## config.mk

```make
export PLATFORM = sky130hd
export DESIGN_NAME = muldiv_issue_ctrl
export DESIGN_NICKNAME = d
export VERILOG_FILES = /design/src/rtl/muldiv_issue_ctrl.sv
export SDC_FILE = /design/constraint.sdc
export NUM_CORES = 1
export LEC_CHECK = 0
export BUFFER_PORTS_ARGS = -buffer_cell sky130_fd_sc_hd__buf_2
export CAP_MARGIN = 20
export CORE_ASPECT_RATIO = 0.5
export CORE_MARGIN = 5
export CORE_UTILIZATION = 45
export CTS_CLUSTER_SIZE = 10
export DETAILED_ROUTE_END_ITERATION = 8
export PLACE_DENSITY = 0.7
export RECOVER_POWER = 100
export SLEW_MARGIN = 20
export SYNTH_ARGS = -nofsm -noshare
export SYNTH_HDL_FRONTEND = slang
export SYNTH_SLANG_ARGS = --single-unit
```

## constraint.sdc

```tcl
create_clock -name clk -period 2.14 [get_ports clk]
set_clock_uncertainty 0.2 [all_clocks]
set_input_delay 0 -clock clk [delete_from_list [all_inputs] [get_ports clk]]
set_output_delay 0 -clock clk [all_outputs]
set_load 0.02 [all_outputs]
```

## src/rtl/muldiv_issue_ctrl.sv

```systemverilog
// muldiv_issue_ctrl: EX-to-multiplier issue/response controller.
// Latches one multiply from EX and runs the multiplier start/done handshake.
// A one-entry result cache lets an identical back-to-back multiply skip the
// multiplier. The result goes to writeback while stall_req holds the pipeline.
// Ports: clk, rst (async, active-low); ex_* from EX; flush; wb_stall;
//        stall_req and wb_* to the pipeline; mul_* to and from the multiplier.

package muldiv_pkg;
    typedef enum logic [1:0] {
        m_mul    = 2'd0,
        m_mulh   = 2'd1,
        m_mulhsu = 2'd2,
        m_mulhu  = 2'd3
    } mul_ops;
endpackage

module muldiv_issue_ctrl
    import muldiv_pkg::*;
#(
    parameter int XLEN = 32,
    parameter int RD_W = 5
) (
    input  logic            clk,
    input  logic            rst,
    input  logic            ex_valid,
    input  logic            ex_is_mul,
    input  mul_ops          ex_op,
    input  logic [XLEN-1:0] ex_a,
    input  logic [XLEN-1:0] ex_b,
    input  logic [RD_W-1:0] ex_rd,
    input  logic            flush,
    input  logic            wb_stall,
    output logic            stall_req,
    output logic            wb_valid,
    output logic [RD_W-1:0] wb_rd,
    output logic [XLEN-1:0] wb_data,
    output logic            mul_start,
    output logic [XLEN-1:0] mul_a,
    output logic [XLEN-1:0] mul_b,
    output mul_ops          mul_op,
    output logic            mul_load_bubble,
    output logic            mul_pipeline_stalled,
    input  logic            mul_ready,
    input  logic [XLEN-1:0] mul_f,
    input  logic            mul_done
);

    typedef enum logic [2:0] {
        S_IDLE  = 3'd0,
        S_ISSUE = 3'd1,
        S_WAIT  = 3'd2,
        S_DRAIN = 3'd3,
        S_RESP  = 3'd4
    } state_t;

    state_t          state_q, state_d;
    logic [XLEN-1:0] a_q, a_d;
    logic [XLEN-1:0] b_q, b_d;
    mul_ops          op_q, op_d;
    logic [RD_W-1:0] rd_q, rd_d;
    logic [XLEN-1:0] result_q, result_d;

    logic            cache_valid_q, cache_valid_d;
    mul_ops          cache_op_q, cache_op_d;
    logic [XLEN-1:0] cache_a_q, cache_a_d;
    logic [XLEN-1:0] cache_b_q, cache_b_d;
    logic [XLEN-1:0] cache_f_q, cache_f_d;

    logic accept;
    logic hit;

    assign accept = ex_valid & ex_is_mul & ~flush;

    assign hit = cache_valid_q
               & (cache_op_q == ex_op)
               & (cache_a_q == ex_a)
               & (cache_b_q == ex_b);

    always_comb begin
        state_d       = state_q;
        a_d           = a_q;
        b_d           = b_q;
        op_d          = op_q;
        rd_d          = rd_q;
        result_d      = result_q;
        cache_valid_d = cache_valid_q;
        cache_op_d    = cache_op_q;
        cache_a_d     = cache_a_q;
        cache_b_d     = cache_b_q;
        cache_f_d     = cache_f_q;

        unique case (state_q)
            S_IDLE: begin
                if (accept) begin
                    a_d  = ex_a;
                    b_d  = ex_b;
                    op_d = ex_op;
                    rd_d = ex_rd;
                    if (hit) begin
                        result_d = cache_f_q;
                        state_d  = S_RESP;
                    end else begin
                        state_d = S_ISSUE;
                    end
                end
            end
            S_ISSUE: begin
                if (flush) begin
                    state_d = S_IDLE;
                end else if (mul_ready) begin
                    state_d = S_WAIT;
                end
            end
            S_WAIT: begin
                if (mul_done) begin
                    cache_valid_d = 1'b1;
                    cache_op_d    = op_q;
                    cache_a_d     = a_q;
                    cache_b_d     = b_q;
                    cache_f_d     = mul_f;
                    if (flush) begin
                        state_d = S_IDLE;
                    end else begin
                        result_d = mul_f;
                        state_d  = S_RESP;
                    end
                end else if (flush) begin
                    state_d = S_DRAIN;
                end
            end
            S_DRAIN: begin
                // Flushed op still finishes so the multiplier returns idle;
                // its result is only kept in the cache.
                if (mul_done) begin
                    cache_valid_d = 1'b1;
                    cache_op_d    = op_q;
                    cache_a_d     = a_q;
                    cache_b_d     = b_q;
                    cache_f_d     = mul_f;
                    state_d       = S_IDLE;
                end
            end
            S_RESP: begin
                if (flush || !wb_stall) begin
                    state_d = S_IDLE;
                end
            end
            default: begin
                state_d = S_IDLE;
            end
        endcase
    end

    always_ff @(posedge clk or negedge rst) begin
        if (!rst) begin
            state_q       <= S_IDLE;
            a_q           <= '0;
            b_q           <= '0;
            op_q          <= m_mul;
            rd_q          <= '0;
            result_q      <= '0;
            cache_valid_q <= 1'b0;
            cache_op_q    <= m_mul;
            cache_a_q     <= '0;
            cache_b_q     <= '0;
            cache_f_q     <= '0;
        end else begin
            state_q       <= state_d;
            a_q           <= a_d;
            b_q           <= b_d;
            op_q          <= op_d;
            rd_q          <= rd_d;
            result_q      <= result_d;
            cache_valid_q <= cache_valid_d;
            cache_op_q    <= cache_op_d;
            cache_a_q     <= cache_a_d;
            cache_b_q     <= cache_b_d;
            cache_f_q     <= cache_f_d;
        end
    end

    // The multiplier's f is combinational on mulop, so its inputs come
    // only from the latched copy, never from EX.
    assign mul_a  = a_q;
    assign mul_b  = b_q;
    assign mul_op = op_q;

    assign mul_start       = (state_q == S_ISSUE) & mul_ready & ~flush;
    assign mul_load_bubble = (state_q != S_ISSUE);

    // Park the multiplier in END only until its result is captured.
    assign mul_pipeline_stalled = ((state_q == S_WAIT) | (state_q == S_DRAIN))
                                & ~mul_done;

    assign stall_req = ((state_q == S_IDLE) & accept)
                     | (state_q == S_ISSUE)
                     | (state_q == S_WAIT)
                     | ((state_q == S_RESP) & wb_stall);

    assign wb_valid = (state_q == S_RESP) & ~flush;
    assign wb_data  = result_q;
    assign wb_rd    = rd_q;

endmodule

```

Word level (Yosys, flattened, before mapping)
Cells that the tools add are included.

Register bits: 205. Word-level logic and storage cells: 68.

Equal/unequal tests: 16. Multiplexer cells: 15. Bitwise logic cells: 17. Reductions and logical operators: 9.

Operator list (number): $mux 32 (4); $eq 32x32->1 (2); $pmux 32 s2 (1); $mux 3 (9); $pmux 3 s5 (1); $ne 2x2->1 const B (6); $and 1x1->1 (11); $reduce_and 5->1 (2); $eq 3x2->1 const B (2); $ne 3x3->1 const B (2); $or 1x1->1 (4); $reduce_and 2->1 (2); $eq 3x1->1 const B (1); $eq 3x3->1 const B (1); $logic_not 3->1 (1); $ne 3x1->1 const B (1); $eq 2x2->1 (1); $not 1->1 (2); $reduce_bool 2->1 (1); $reduce_or 2->1 (1); $logic_not 1->1 (1); $logic_or 1x1->1 (1).

Logic depth before layout (Yosys ltp)
Gate-level depths: netlist of run 1.

Word-level depth: 7. Depth in mapped cells: 9.

Worst setup path before layout of run 1
No wires, ideal clock.

Kind: reg-to-reg. From: register cache_b_q[16]. To: register result_q[22] (netlist: wb_data[22]). Data arrival time: 1.997 ns. Data required time: 1.868 ns. Slack: -0.129 ns. Stages on the path, launching flop included: 8. Buffers on the path: 1. Clock period less this slack: 2.269 ns. Cell sequence: dfrtp_1 > nor2b_1 > a2111o_1 > nor4_4 > nand3_4 > buf_6 > a221o_1 > nor2_1.

Longest elaborated chain between the ends: 4.

Ends and longest elaborated chain: start: declaration (RTL line 66) `logic [XLEN-1:0] cache_b_q, cache_b_d;`; start signal: assignment (RTL line 177) `cache_b_q <= cache_b_d;`; $eq 32x32->1 (RTL line 77) `& (cache_b_q == ex_b);`; $and 1x1->1 (RTL line 77); $ne 2x2->1 (no source line); $reduce_and 5->1 (no source line); end signal: assignment (RTL line 173) `result_q <= result_d;`; end: declaration (RTL line 61) `logic [XLEN-1:0] result_q, result_d;`.

Every way passes these cells. A chain may end at the register's enable or synchronous reset.

Final worst setup path of run 1
From: register cache_a_q[18]. To: register result_q[30] (netlist: wb_data[30]).

Longest elaborated chain between the ends: 5.

Ends and longest elaborated chain: start: declaration (RTL line 65) `logic [XLEN-1:0] cache_a_q, cache_a_d;`; start signal: assignment (RTL line 176) `cache_a_q <= cache_a_d;`; $eq 32x32->1 (RTL line 76) `& (cache_a_q == ex_a)`; $and 1x1->1 (RTL line 76); $and 1x1->1 (RTL line 77); $ne 2x2->1 (no source line); $reduce_and 5->1 (no source line).

Every way passes these cells.

==> results of run 1 <==
-- report_power, final --
part,internal (mW),total (mW),switching [mW],leakage (nW)
Sequential,4.89,5.55,0.652,2.68
Clock,1.99,3.53,1.54,0.307
Combinational,1.68,3.48,1.80,3.59
-- flip-flops by register name (all words and copies together) (netlist names) --
register       flops
mul_a             32
cache_valid_q      1
cache_op_q         2
wb_rd              5
mul_op             2
wb_data           32
cache_a_q         32
state_q            3
mul_b             32
cache_b_q         32
cache_f_q         32
-- worst max-delay path: stages, from the launching register on --
cell      delay [ns]
dfrtp_1         0.37
nor2b_1         0.13
a2111o_1        0.38
nor4_4          0.40
nand3_4         0.15
buf_12          0.19
a221o_1         0.34
nor2_1          0.09
-- metal layers --
metal | part of all wire, % | vias up | track usage (%)
li1 | - | 4180 | -
met5 | 0 | - | 0
met2 | 51 | 195 | 40.5
met3 | 3.8 | 65 | 3.56
met4 | 3.0 | 0 | 7.91
met1 | 42 | 4460 | 28.1
-- cell usage in the layout, fill, tap and decap left out, types with 24 or more instances in the layout --
cell	count
mux2i_1	32
nor2_1	100
clkbuf_16	25
nand2b_1	60
dlygate4sd3_1	113
buf_2	111
nand4_1	41
xnor2_1	43
buf_4	26
clkbuf_1	104
nor2b_1	44
nand2_1	205
a211oi_2	24
a221o_1	32
mux2_2	98
dfrtp_1	205
-- cell type report --
type / count / area (um^2) / area share (%)
clock buffers: 24 / 601 / 4.34
clock inverters: 2 / 37.5 / 0.271
inverters: 12 / 45.0 / 0.325
multi-input cells: 740 / 4990 / 36.1
flip-flops and latches: 205 / 5130 / 37.1
well taps: 307 / 384 / 2.77
repair buffers: 379 / 2660 / 19.2
-- metrics by stage --
stage	worst slack (ns)	TNS, ns	utilization (%)	instance area [um^2]
2_1_floorplan	-0.0963	-2.75	-	10300
3_3_place_gp	-0.155	-3.46	53.3	12100
3_5_place_dp	-0.193	-4.65	53.3	12100
4_1_cts	-0.201	-5.68	61.2	13900
5_1_grt	-0.282	-17.80	61.1	13800
6_report	-0.178	-8.59	61.1	13800
-- kinds of logic after synthesis --
logic type,after synthesis
AOI/OAI and AO/OA,92
xor gates and xnor gates,43
buffers and inverters,79
DFF,205
muxes,130
and+or+nand+nor,475
-- what timing repair did --
action,4_1_cts,5_1_grt
setup buffers,1,1
pin swaps,1,4
resized for setup,3,25
hold endpoints to repair,343,0
setup endpoints to repair,34,130
cloned,0,1
hold buffers,113,0
-- worst max path at each step --
stage	to	slack, ns	cells past startpoint
after floorplan	wb_data[10]$_DFFE_PN0P_	-0.1	7
after global placement	wb_data[30]$_DFFE_PN0P_	-0.16	7
after detailed placement	wb_data[25]$_DFFE_PN0P_	-0.19	7
after CTS	wb_data[30]$_DFFE_PN0P_	-0.20	7
after global routing	wb_data[14]$_DFFE_PN0P_	-0.28	9
final	wb_data[30]$_DFFE_PN0P_	-0.18	7
==> results by group, run 1 <==
Synth
  • Post-synthesis mux area share: 13.8%
  • Syn. warnings: 0
  • Post-synth top flop: dfrtp_1
  • Cell taking the most area after synthesis: dfrtp_1
  • Syn nets: approximately 1100
  • Synth Area in Simple Gates: 21.9%
  • Post-synthesis sequential area ratio: 49.9%
  • Post-synth EDFFs: 0
  • Post-Synthesis Cells: 1024
  • Synth top area share: 49.9%
  • Area of the mapped netlist: 0.0103 mm^2
  • Xor/xnor cell area share of the yosys netlist: around 3.7%
  • Yosys cell types: 40
  • Synth area leaders: dfrtp_1 50%, mux2_2 11%, nand2_1 7.5%
  • Largest family of logic cells by synthesized area: simple AND/OR/NAND/NOR gates
  • Ys async rst share: 100%
  • Commonest cells in the netlist: 205 x dfrtp_1, 205 x nand2_1, 101 x nor2_1
  • Yosys reg bits: 205
  • Compound-Gate Fraction of Synth Area: 7.50%
  • Adder-cell share of the synthesized area: 0%
  • Syn_area_per_cell: 10.0 um^2

Drt
  • Drt drc: 0
  • Routed Wire Length: 29700 um
  • Number of iterations in the first detailed-routing pass: 5
  • Wire per inst: about 18 um
  • Vias per inst: 5.33
  • Vias: 8900
  • First DRT Iteration DRCs: 570
  • Antenna-violating nets left: 0

GRT
  • First-pass GRT wire length: 48500 um
  • Tot GR Track Use: 22.5%
  • Vias in the first global route: 9476
  • Initial antenna violation count: 0
  • Largest net degree at the start of global routing: 79
  • Total grt overflow: 0

Finish
  • Final non-filler cell total: about 1700
  • Area growth from synthesis to layout: 34.7%
  • Filler cells: 1889
  • # diodes: 0
  • Share of post-route cells with drive strength above 1: 23.6%
  • Final #Nets: 1473

Floorplanning
  • Io pins: 219
  • Die X-Extent: 224 um
  • Die area: 0.0262 mm^2
  • Rows: 39
  • Placeable Area: 0.0226 mm^2
  • Initial core utilization: a little under half
  • Die H: 117 um

Placed design
  • Buffers on Ports: 218
  • Hpwl dp: between 15000 and 20000 um
  • GPL Wtd Cong: ~0.8
  • DP Cell Count: 1527

Pwr
  • Pwr dens: 907 mW/mm^2
  • Overall power: 12.6 mW
  • Leak Pwr: between 6 and 7 nW
  • Max IR drop VDD: 0.000647 V

Status
  • Failing checks: negative setup slack
  • Outcome: finished, violations left

Timing
  • Pins Over Slew Limit: 0
  • PnR worst setup slack: -0.178 ns
  • Final setup fails: 80
  • Hold Violations, Final: 0
  • Achievable Freq: 431 MHz
  • Period utilization: 108%
  • Hold Worst Slack: 0.0193 ns
  • Final min period: approximately 2.3 ns
  • Slew HR: 36.7%
  • Unrepaired setup endpoints after global routing: true
  • Worst-margin pin slew: roughly 0.95 ns

CTS
  • CTS tree: yes
  • CTS Root Cell: clkbuf_16
  • H-tree depth: 1
  • Clk_lat worst skew: between 0.5 and 0.6 ns
  • Clk slew on worst S/H paths: 0.06 ns
  • Clk sinks: 205
  • CTS Buf Count: 24
  • CTS Buffer Depth: 3

Hold path
  • Hold Path Class: primary input to flop
  • Worst hold stages: 4
  • Beginning of the worst hold path: ex_rd[1]
  • Hold worst-path end: wb_rd[1]$_DFFE_PN0P_

Setup path
  • Kind of end point of the critical path: flop
  • Worst-path fanout max: 18
  • Crit Path Class: flop to flop
  • Worst EP required: 2.38 ns
  • R2R Path Start: cache_a_q[18]$_DFFE_PN0P_
  • Worst R2R Path Depth: 7
  • Crit start category: flop
  • CP Launch Point: cache_a_q[18]$_DFFE_PN0P_
  • Crit Reg-Reg Endpoint: wb_data[30]$_DFFE_PN0P_
  • Reg-to-reg setup timing slack: -0.18 ns
  • Arr. time, crit path: 2.56 ns

Flow run
  • Max Cap Viol: 0
(Power assumes the default switching activity.)
==> run 2: changes to the inputs <==
Settings changed: CORE_UTILIZATION 45 to 50, PLACE_DENSITY 0.7 to 0.77.
==> run 2 against run 1 <==
The run still ends with negative setup slack left. Combinational power hardly changed. Worst setup slack worse by 0.077 ns. First-iteration DRC count is 7.7% higher. Global-route usage increased by 3.4 points. Largest cell class unchanged. Highest routed layer unchanged.
==> results by group, run 2 (synthesis results as in run 1) <==
Status
  • Outcome: finished, violations left (unchanged)
  • Failing checks: negative setup slack (unchanged)

Drt
  • Drt drc: 0 (unchanged)
  • First DRT Iteration DRCs: 614 (was 570)
  • Vias: 9080 (was 8900)
  • Wire per inst: 18.8 um (was 17.8 um)
  • Routed Wire Length: 30700 um (was 29700 um)
  • Vias per inst: 5.55 (was 5.33)
  • Number of iterations in the first detailed-routing pass: 6 (was 5)
  • Antenna-violating nets left: 0 (unchanged)

Hold path
  • Hold Path Class: primary input to flop (unchanged)

Setup path
  • Worst-path fanout max: 18 (unchanged)
  • CP Buf/Inv Count: 2 (was 1)
  • Crit start category: flop (unchanged)
  • Crit Reg-Reg Endpoint: wb_data[19]$_DFFE_PN0P_ (was wb_data[30]$_DFFE_PN0P_)
  • Crit path depth: 8 (was 7)
  • CP max stage cell: dfrtp_1 (was nor4_4)
  • R2R Path Start: cache_a_q[23]$_DFFE_PN0P_ (was cache_a_q[18]$_DFFE_PN0P_)
  • Worst EP required: 2.37 ns (was 2.38 ns)
  • Reg-to-reg setup timing slack: -0.26 ns (was -0.18 ns)
  • Cells along the critical path: nor2b_1, a2111o_1, nor4_4, buf_4, nand3_4, buf_12, a221o_1, nor2_1 (was nor2b_1, a2111o_1, nor4_4, nand3_4, buf_12, a221o_1, nor2_1)
  • Worst R2R Path Depth: 8 (was 7)
  • Max incr delay on CP: 0.39 ns (was 0.40 ns)
  • Worst Setup EP: wb_data[19]$_DFFE_PN0P_ (was wb_data[30]$_DFFE_PN0P_)
  • CP Launch Point: cache_a_q[23]$_DFFE_PN0P_ (was cache_a_q[18]$_DFFE_PN0P_)
  • Crit Path Class: flop to flop (unchanged)
  • Arr. time, crit path: 2.63 ns (was 2.56 ns)
  • Crit path max-delay family: compound AO/OA/AOI/OAI gates (was simple AND/OR/NAND/NOR gates)
  • Kind of end point of the critical path: flop (unchanged)

CTS
  • CTS Buf Count: 24 (unchanged)
  • Clk sinks: 205 (unchanged)
  • H-tree depth: 1 (unchanged)
  • CTS Buffer Depth: 3 (unchanged)
  • Clk slew on worst S/H paths: 0.06 ns (about the same)
  • CTS tree: yes (unchanged)
  • Clk_lat worst skew: 0.52 ns (about the same)
  • CTS Root Cell: clkbuf_16 (unchanged)

Timing
  • PnR worst setup slack: -0.256 ns (was -0.178 ns)
  • Unrepaired setup endpoints after global routing: true (unchanged)
  • Slew HR: 39.2% (was 36.7%)
  • Period utilization: 112% (was 108%)
  • Final min period: 2.40 ns (was 2.32 ns)
  • Pins Over Slew Limit: 0 (unchanged)
  • Hold Violations, Final: 0 (unchanged)
  • Achievable Freq: 417 MHz (was 431 MHz)
  • Worst-margin pin slew: 0.912 ns (was 0.950 ns)
  • Final setup fails: 60 (was 80)

Floorplanning
  • Die area: 0.0237 mm^2 (was 0.0262 mm^2)
  • Placeable Area: 0.0204 mm^2 (was 0.0226 mm^2)
  • Initial core utilization: 50.5% (was 45.4%)
  • Die X-Extent: 213 um (was 224 um)
  • Rows: 37 (was 39)
  • Io pins: 219 (unchanged)
  • Die H: 111 um (was 117 um)

Finish
  • Filler cells: 1564 (was 1889)
  • Final non-filler cell total: 1636 (was 1669)
  • Commonest cells after routing, fill and taps aside: 205 x nand2_1, 205 x dfrtp_1, 114 x dlygate4sd3_1 (was 205 x nand2_1, 205 x dfrtp_1, 113 x dlygate4sd3_1)
  • Share of post-route cells with drive strength above 1: 22.2% (was 23.6%)
  • Area growth from synthesis to layout: 32.6% (was 34.7%)
  • Register area: 0.00513 mm^2 (unchanged)
  • Final #Nets: 1472 (was 1473)
  • Area of the multi-input gates: 0.00490 mm^2 (was 0.00499 mm^2)
  • Post-route cell area: 0.0136 mm^2 (was 0.0138 mm^2)

Placed design
  • GPL Wtd Cong: 0.812 (was 0.809)
  • Hpwl dp: 19300 um (was 19400 um)
  • DP Cell Count: 1490 (was 1527)
  • Placed cell areas: 0.0120 mm^2 (was 0.0121 mm^2)
  • Buffers on Ports: 218 (unchanged)

Flow run
  • Max Cap Viol: 0 (unchanged)

GRT
  • Initial antenna violation count: 1 (was 0)
  • Total grt overflow: 0 (unchanged)
  • Largest net degree at the start of global routing: 79 (unchanged)
  • Tot GR Track Use: 25.9% (was 22.5%)
  • First-pass GRT wire length: 49900 um (was 48500 um)
  • Vias in the first global route: 9542 (was 9476)

Pwr
  • Leak Pwr: 6.55 nW (was 6.58 nW)
  • Max IR drop VDD: 0.000727 V (was 0.000647 V)
  • Pwr dens: 923 mW/mm^2 (was 907 mW/mm^2)
run 2: changes by cell type in the layout (fill, tap and decap cells not counted), moves of 3 or more:
cell,previous run,this run
buf_4,26,23
a211oi_2,24,2
a211oi_1,8,30
buf_12,12,7
run 2: what timing repair did:
item | in CTS | in global routing
pin swaps | 2 | 0
hold buffers | 114 | 0
setup endpoints to repair | 68 | 58
endpoints found under the hold margin | 343 | 0
setup buffers | 2 | 1
cloned | 1 | 0
resized for setup | 10 | 3
run 2: how the worst min path moves through the flow:
stage              from                         to  cells after the start
6_report       ex_rd[3]       wb_rd[3]$_DFFE_PN0P_                      4
4_1_cts        ex_rd[1]       wb_rd[1]$_DFFE_PN0P_                      4
2_1_floorplan       rst   cache_a_q[0]$_DFFE_PN0P_                      0
5_1_grt         ex_b[8]       mul_b[8]$_DFFE_PN0P_                      4
3_3_place_gp        rst  cache_b_q[21]$_DFFE_PN0P_                      1
3_5_place_dp        rst   cache_a_q[1]$_DFFE_PN0P_                      1
run 2: stage by stage:
step,TNS (ns),hold WS (ns),setup slack [ns],utilization (%),total power [mW]
final,-9.67,0.0334,-0.256,66.9,12.6
after global routing,-18.68,0.0493,-0.416,66.9,13.3
after CTS,-5.92,0.00117,-0.223,67.9,12.7
after detailed placement,-6.27,-0.168,-0.219,58.7,8.93
after global placement,-5.12,-0.171,-0.189,58.7,8.74
after floorplan,-2.75,-0.496,-0.0963,-,7.68
run 2: where the power goes:
group	internal [mW]	switching (mW)	total, mW	leakage (nW)
combinational	1.65	1.82	3.47	3.56
clock	2.02	1.53	3.55	0.314
sequential	4.89	0.668	5.56	2.68
total	8.56	4.02	12.6	6.55
run 2: final cells by class:
| type | instances | area share, % |
|---|---|---|
| flip-flops and latches | 205 | 37.6 |
| inverters | 12 | 0.330 |
| clock inverters | 2 | 0.156 |
| multi-input cells | 740 | 36.0 |
| diodes | 1 | 0.0184 |
| repair buffers | 378 | 18.9 |
| clock buffers | 25 | 4.51 |
| well taps | 273 | 2.51 |
run 2: worst min-delay path, cell delays in order:
cell           delay [ns]
dlygate4sd3_1        0.53
buf_2                0.10
nand2_1              0.04
nand2_1              0.05
run 2: layer usage:
metal	vias to the layer above	wire length, um	GRT usage (%)
met2	304	15200	44.3
met4	0	1300	10.1
met5	-	0	0
met1	4503	12800	33.5
met3	97	1410	3.86
li1	4176	-	-
==> run 3: changes to the inputs <==
Settings changed: CELL_PAD_IN_SITES_DETAIL_PLACEMENT set to 1, CELL_PAD_IN_SITES_GLOBAL_PLACEMENT set to 1, CORE_UTILIZATION 50 to 38, PLACE_DENSITY 0.77 to unset, PLACE_DENSITY_LB_ADDON set to 0.1.
==> run 3 against run 2 <==
The run still ends with negative setup slack left. Register-to-register slack gained 0.04 ns. Critical endpoint is now wb_data[21]$_DFFE_PN0P_. Routed wire length is 12% higher. First-iteration DRC count fell by 29%. Cell count rose by 5.6%.
==> results by group, run 3 (synthesis results as in run 1) <==
Finish
  • Area growth from synthesis to layout: 36.5% (was 32.6%)
  • Final #Nets: 1486 (was 1472)
  • Register area: 0.00513 mm^2 (unchanged)
  • Commonest cells after routing, fill and taps aside: 205 x nand2_1, 205 x dfrtp_1, 118 x dlygate4sd3_1 (was 205 x nand2_1, 205 x dfrtp_1, 114 x dlygate4sd3_1)
  • Area of the multi-input gates: 0.00500 mm^2 (was 0.00490 mm^2)
  • Post-route cell area: 0.0140 mm^2 (was 0.0136 mm^2)
  • # diodes: 0 (was 1)
  • Share of post-route cells with drive strength above 1: 23.8% (was 22.2%)
  • Filler cells: 2992 (was 1564)

Setup path
  • Crit Reg-Reg Endpoint: wb_data[21]$_DFFE_PN0P_ (was wb_data[19]$_DFFE_PN0P_)
  • Worst-path fanout max: 7 (was 18)
  • Cells along the critical path: nor2b_4, a2111o_1, nor4_4, buf_4, nand3_4, buf_12, buf_8, a221o_1, nor2_1 (was nor2b_1, a2111o_1, nor4_4, buf_4, nand3_4, buf_12, a221o_1, nor2_1)
  • Kind of end point of the critical path: flop (unchanged)
  • Arr. time, crit path: 2.61 ns (was 2.63 ns)
  • Crit Path Class: flop to flop (unchanged)
  • Worst Setup EP: wb_data[21]$_DFFE_PN0P_ (was wb_data[19]$_DFFE_PN0P_)
  • CP Buf/Inv Count: 3 (was 2)
  • Reg-to-reg setup timing slack: -0.21 ns (was -0.26 ns)
  • R2R Path Start: cache_a_q[23]$_DFFE_PN0P_ (unchanged)
  • Crit path depth: 9 (was 8)
  • CP Launch Point: cache_a_q[23]$_DFFE_PN0P_ (unchanged)
  • Worst EP required: 2.39 ns (was 2.37 ns)
  • Max incr delay on CP: 0.37 ns (was 0.39 ns)
  • Crit path max-delay family: compound AO/OA/AOI/OAI gates (unchanged)
  • Crit start category: flop (unchanged)
  • Worst R2R Path Depth: 9 (was 8)
  • CP max stage cell: dfrtp_1 (unchanged)

Timing
  • PnR worst setup slack: -0.213 ns (was -0.256 ns)
  • Achievable Freq: 425 MHz (was 417 MHz)
  • Final setup fails: 34 (was 60)
  • Slew HR: 31.0% (was 39.2%)
  • Hold Worst Slack: 0.0292 ns (was 0.0334 ns)
  • Pins Over Slew Limit: 0 (unchanged)
  • Period utilization: 110% (was 112%)
  • Worst-margin pin slew: 1.04 ns (was 0.912 ns)
  • Final min period: 2.35 ns (was 2.40 ns)
  • Setup TNS: -4.61 ns (was -9.67 ns)
  • Hold Violations, Final: 0 (unchanged)
  • Unrepaired setup endpoints after global routing: true (unchanged)

GRT
  • Tot GR Track Use: 21.6% (was 25.9%)
  • Vias in the first global route: 9925 (was 9542)
  • Initial antenna violation count: 0 (was 1)
  • Largest net degree at the start of global routing: 101 (was 79)
  • First-pass GRT wire length: 54300 um (was 49900 um)
  • Total grt overflow: 0 (unchanged)

Drt
  • First DRT Iteration DRCs: 433 (was 614)
  • Antenna-violating nets left: 0 (unchanged)
  • Vias per inst: 5.20 (was 5.55)
  • Vias: 8979 (was 9080)
  • Drt drc: 0 (unchanged)
  • Wire per inst: 20.0 um (was 18.8 um)
  • Routed Wire Length: 34500 um (was 30700 um)
  • Number of iterations in the first detailed-routing pass: 5 (was 6)

CTS
  • H-tree depth: 1 (unchanged)
  • Clk sinks: 205 (unchanged)
  • CTS Root Cell: clkbuf_16 (unchanged)
  • CTS Buffer Depth: 3 (unchanged)
  • CTS Buf Count: 24 (unchanged)
  • CTS tree: yes (unchanged)
  • Clk_lat worst skew: 0.54 ns (was 0.52 ns)
  • Clk slew on worst S/H paths: 0.05 ns (was 0.06 ns)

Placed design
  • Buffers on Ports: 218 (unchanged)
  • Placed cell areas: 0.0121 mm^2 (was 0.0120 mm^2)
  • GPL Wtd Cong: 0.821 (was 0.812)
  • Hpwl dp: 21300 um (was 19300 um)

Floorplanning
  • Die area: 0.0306 mm^2 (was 0.0237 mm^2)
  • Io pins: 219 (unchanged)
  • Rows: 42 (was 37)
  • Die X-Extent: 243 um (was 213 um)
  • Initial core utilization: 38.7% (was 50.5%)
  • Placeable Area: 0.0265 mm^2 (was 0.0204 mm^2)
  • Die H: 126 um (was 111 um)

Pwr
  • Sw power: 4.12 mW (was 4.02 mW)
  • Max IR drop VDD: 0.000585 V (was 0.000727 V)
  • Flop pwr share: 43.6% (was 44.2%)
  • Pwr dens: 907 mW/mm^2 (was 923 mW/mm^2)
  • Overall power: 12.7 mW (was 12.6 mW)
  • Pint: 8.61 mW (was 8.56 mW)
  • Leak Pwr: 6.69 nW (was 6.55 nW)
  • Clock power share: 28.6% (was 28.2%)
  • Switching Share: 32.3% (was 32.0%)
  • Gate power share: 27.8% (was 27.6%)

Status
  • Failing checks: negative setup slack (unchanged)
  • Outcome: finished, violations left (unchanged)

Hold path
  • Worst hold stages: 4 (unchanged)
  • Hold Path Class: primary input to flop (unchanged)

Flow run
  • Max Cap Viol: 0 (unchanged)
-- run 3: worst min-delay path by stage --
stage / startpoint / end / slack (ns)
after floorplan: rst / cache_a_q[0]$_DFFE_PN0P_ / -0.50
after global placement: rst / cache_f_q[7]$_DFFE_PN0P_ / -0.22
after detailed placement: rst / cache_f_q[7]$_DFFE_PN0P_ / -0.22
after CTS: ex_is_mul / mul_b[26]$_DFFE_PN0P_ / 0.0002
after global routing: ex_b[11] / mul_b[11]$_DFFE_PN0P_ / 0.04
final: ex_a[28] / mul_a[28]$_DFFE_PN0P_ / 0.03
-- run 3: tightest hold or removal path, delay by kind of cell --
family                 cells  cell delay (ns)
buffers and inverters      2             0.63
AND/OR/NAND/NOR            2             0.09
-- run 3: power by group through the flow --
stage,Sequential (mW),Clock (mW),Combinational [mW]
4_1_cts,5.54,3.76,3.61
5_1_grt,5.68,3.89,3.90
3_3_place_gp,5.52,0,3.31
6_report,5.55,3.64,3.54
2_1_floorplan,5.81,0,1.88
3_5_place_dp,5.60,0,3.41
-- run 3: final cells by class --
cell class | count | area share (%)
well taps | 352 | 3.14
flip-flops and latches | 205 | 36.6
repair buffers | 392 | 19.7
clock inverters | 2 | 0.250
multi-input cells | 740 | 35.6
clock buffers | 25 | 4.38
inverters | 12 | 0.321
-- run 3: routing by layer --
metal	track usage [%]	up-vias	wire, um	share of wire, %
met4	4.47	0	692	2.0
met3	3.83	47	1170	3.4
met2	39.2	140	17700	51
met5	0	-	0	0
li1	-	4203	-	-
met1	27.4	4589	15000	43
-- run 3: per-stage QoR --
stage	std cells	setup WS (ns)	util, %
CTS	1720	-0.210	53.1
global placement	1568	-0.251	45.5
floorplan	1024	-0.0963	-
global route	1728	-0.306	52.9
detailed placement	1568	-0.209	45.5
finish	1728	-0.213	52.9
-- run 3: what timing repair did --
action                                  4_1_cts  5_1_grt
pin swaps                                     7       14
endpoints found under the setup margin       73      198
gates resized for setup                      10       36
hold buffers                                119        0
gates cloned                                  3        2
hold endpoints to repair                    343        0
buffers inserted                              3        8
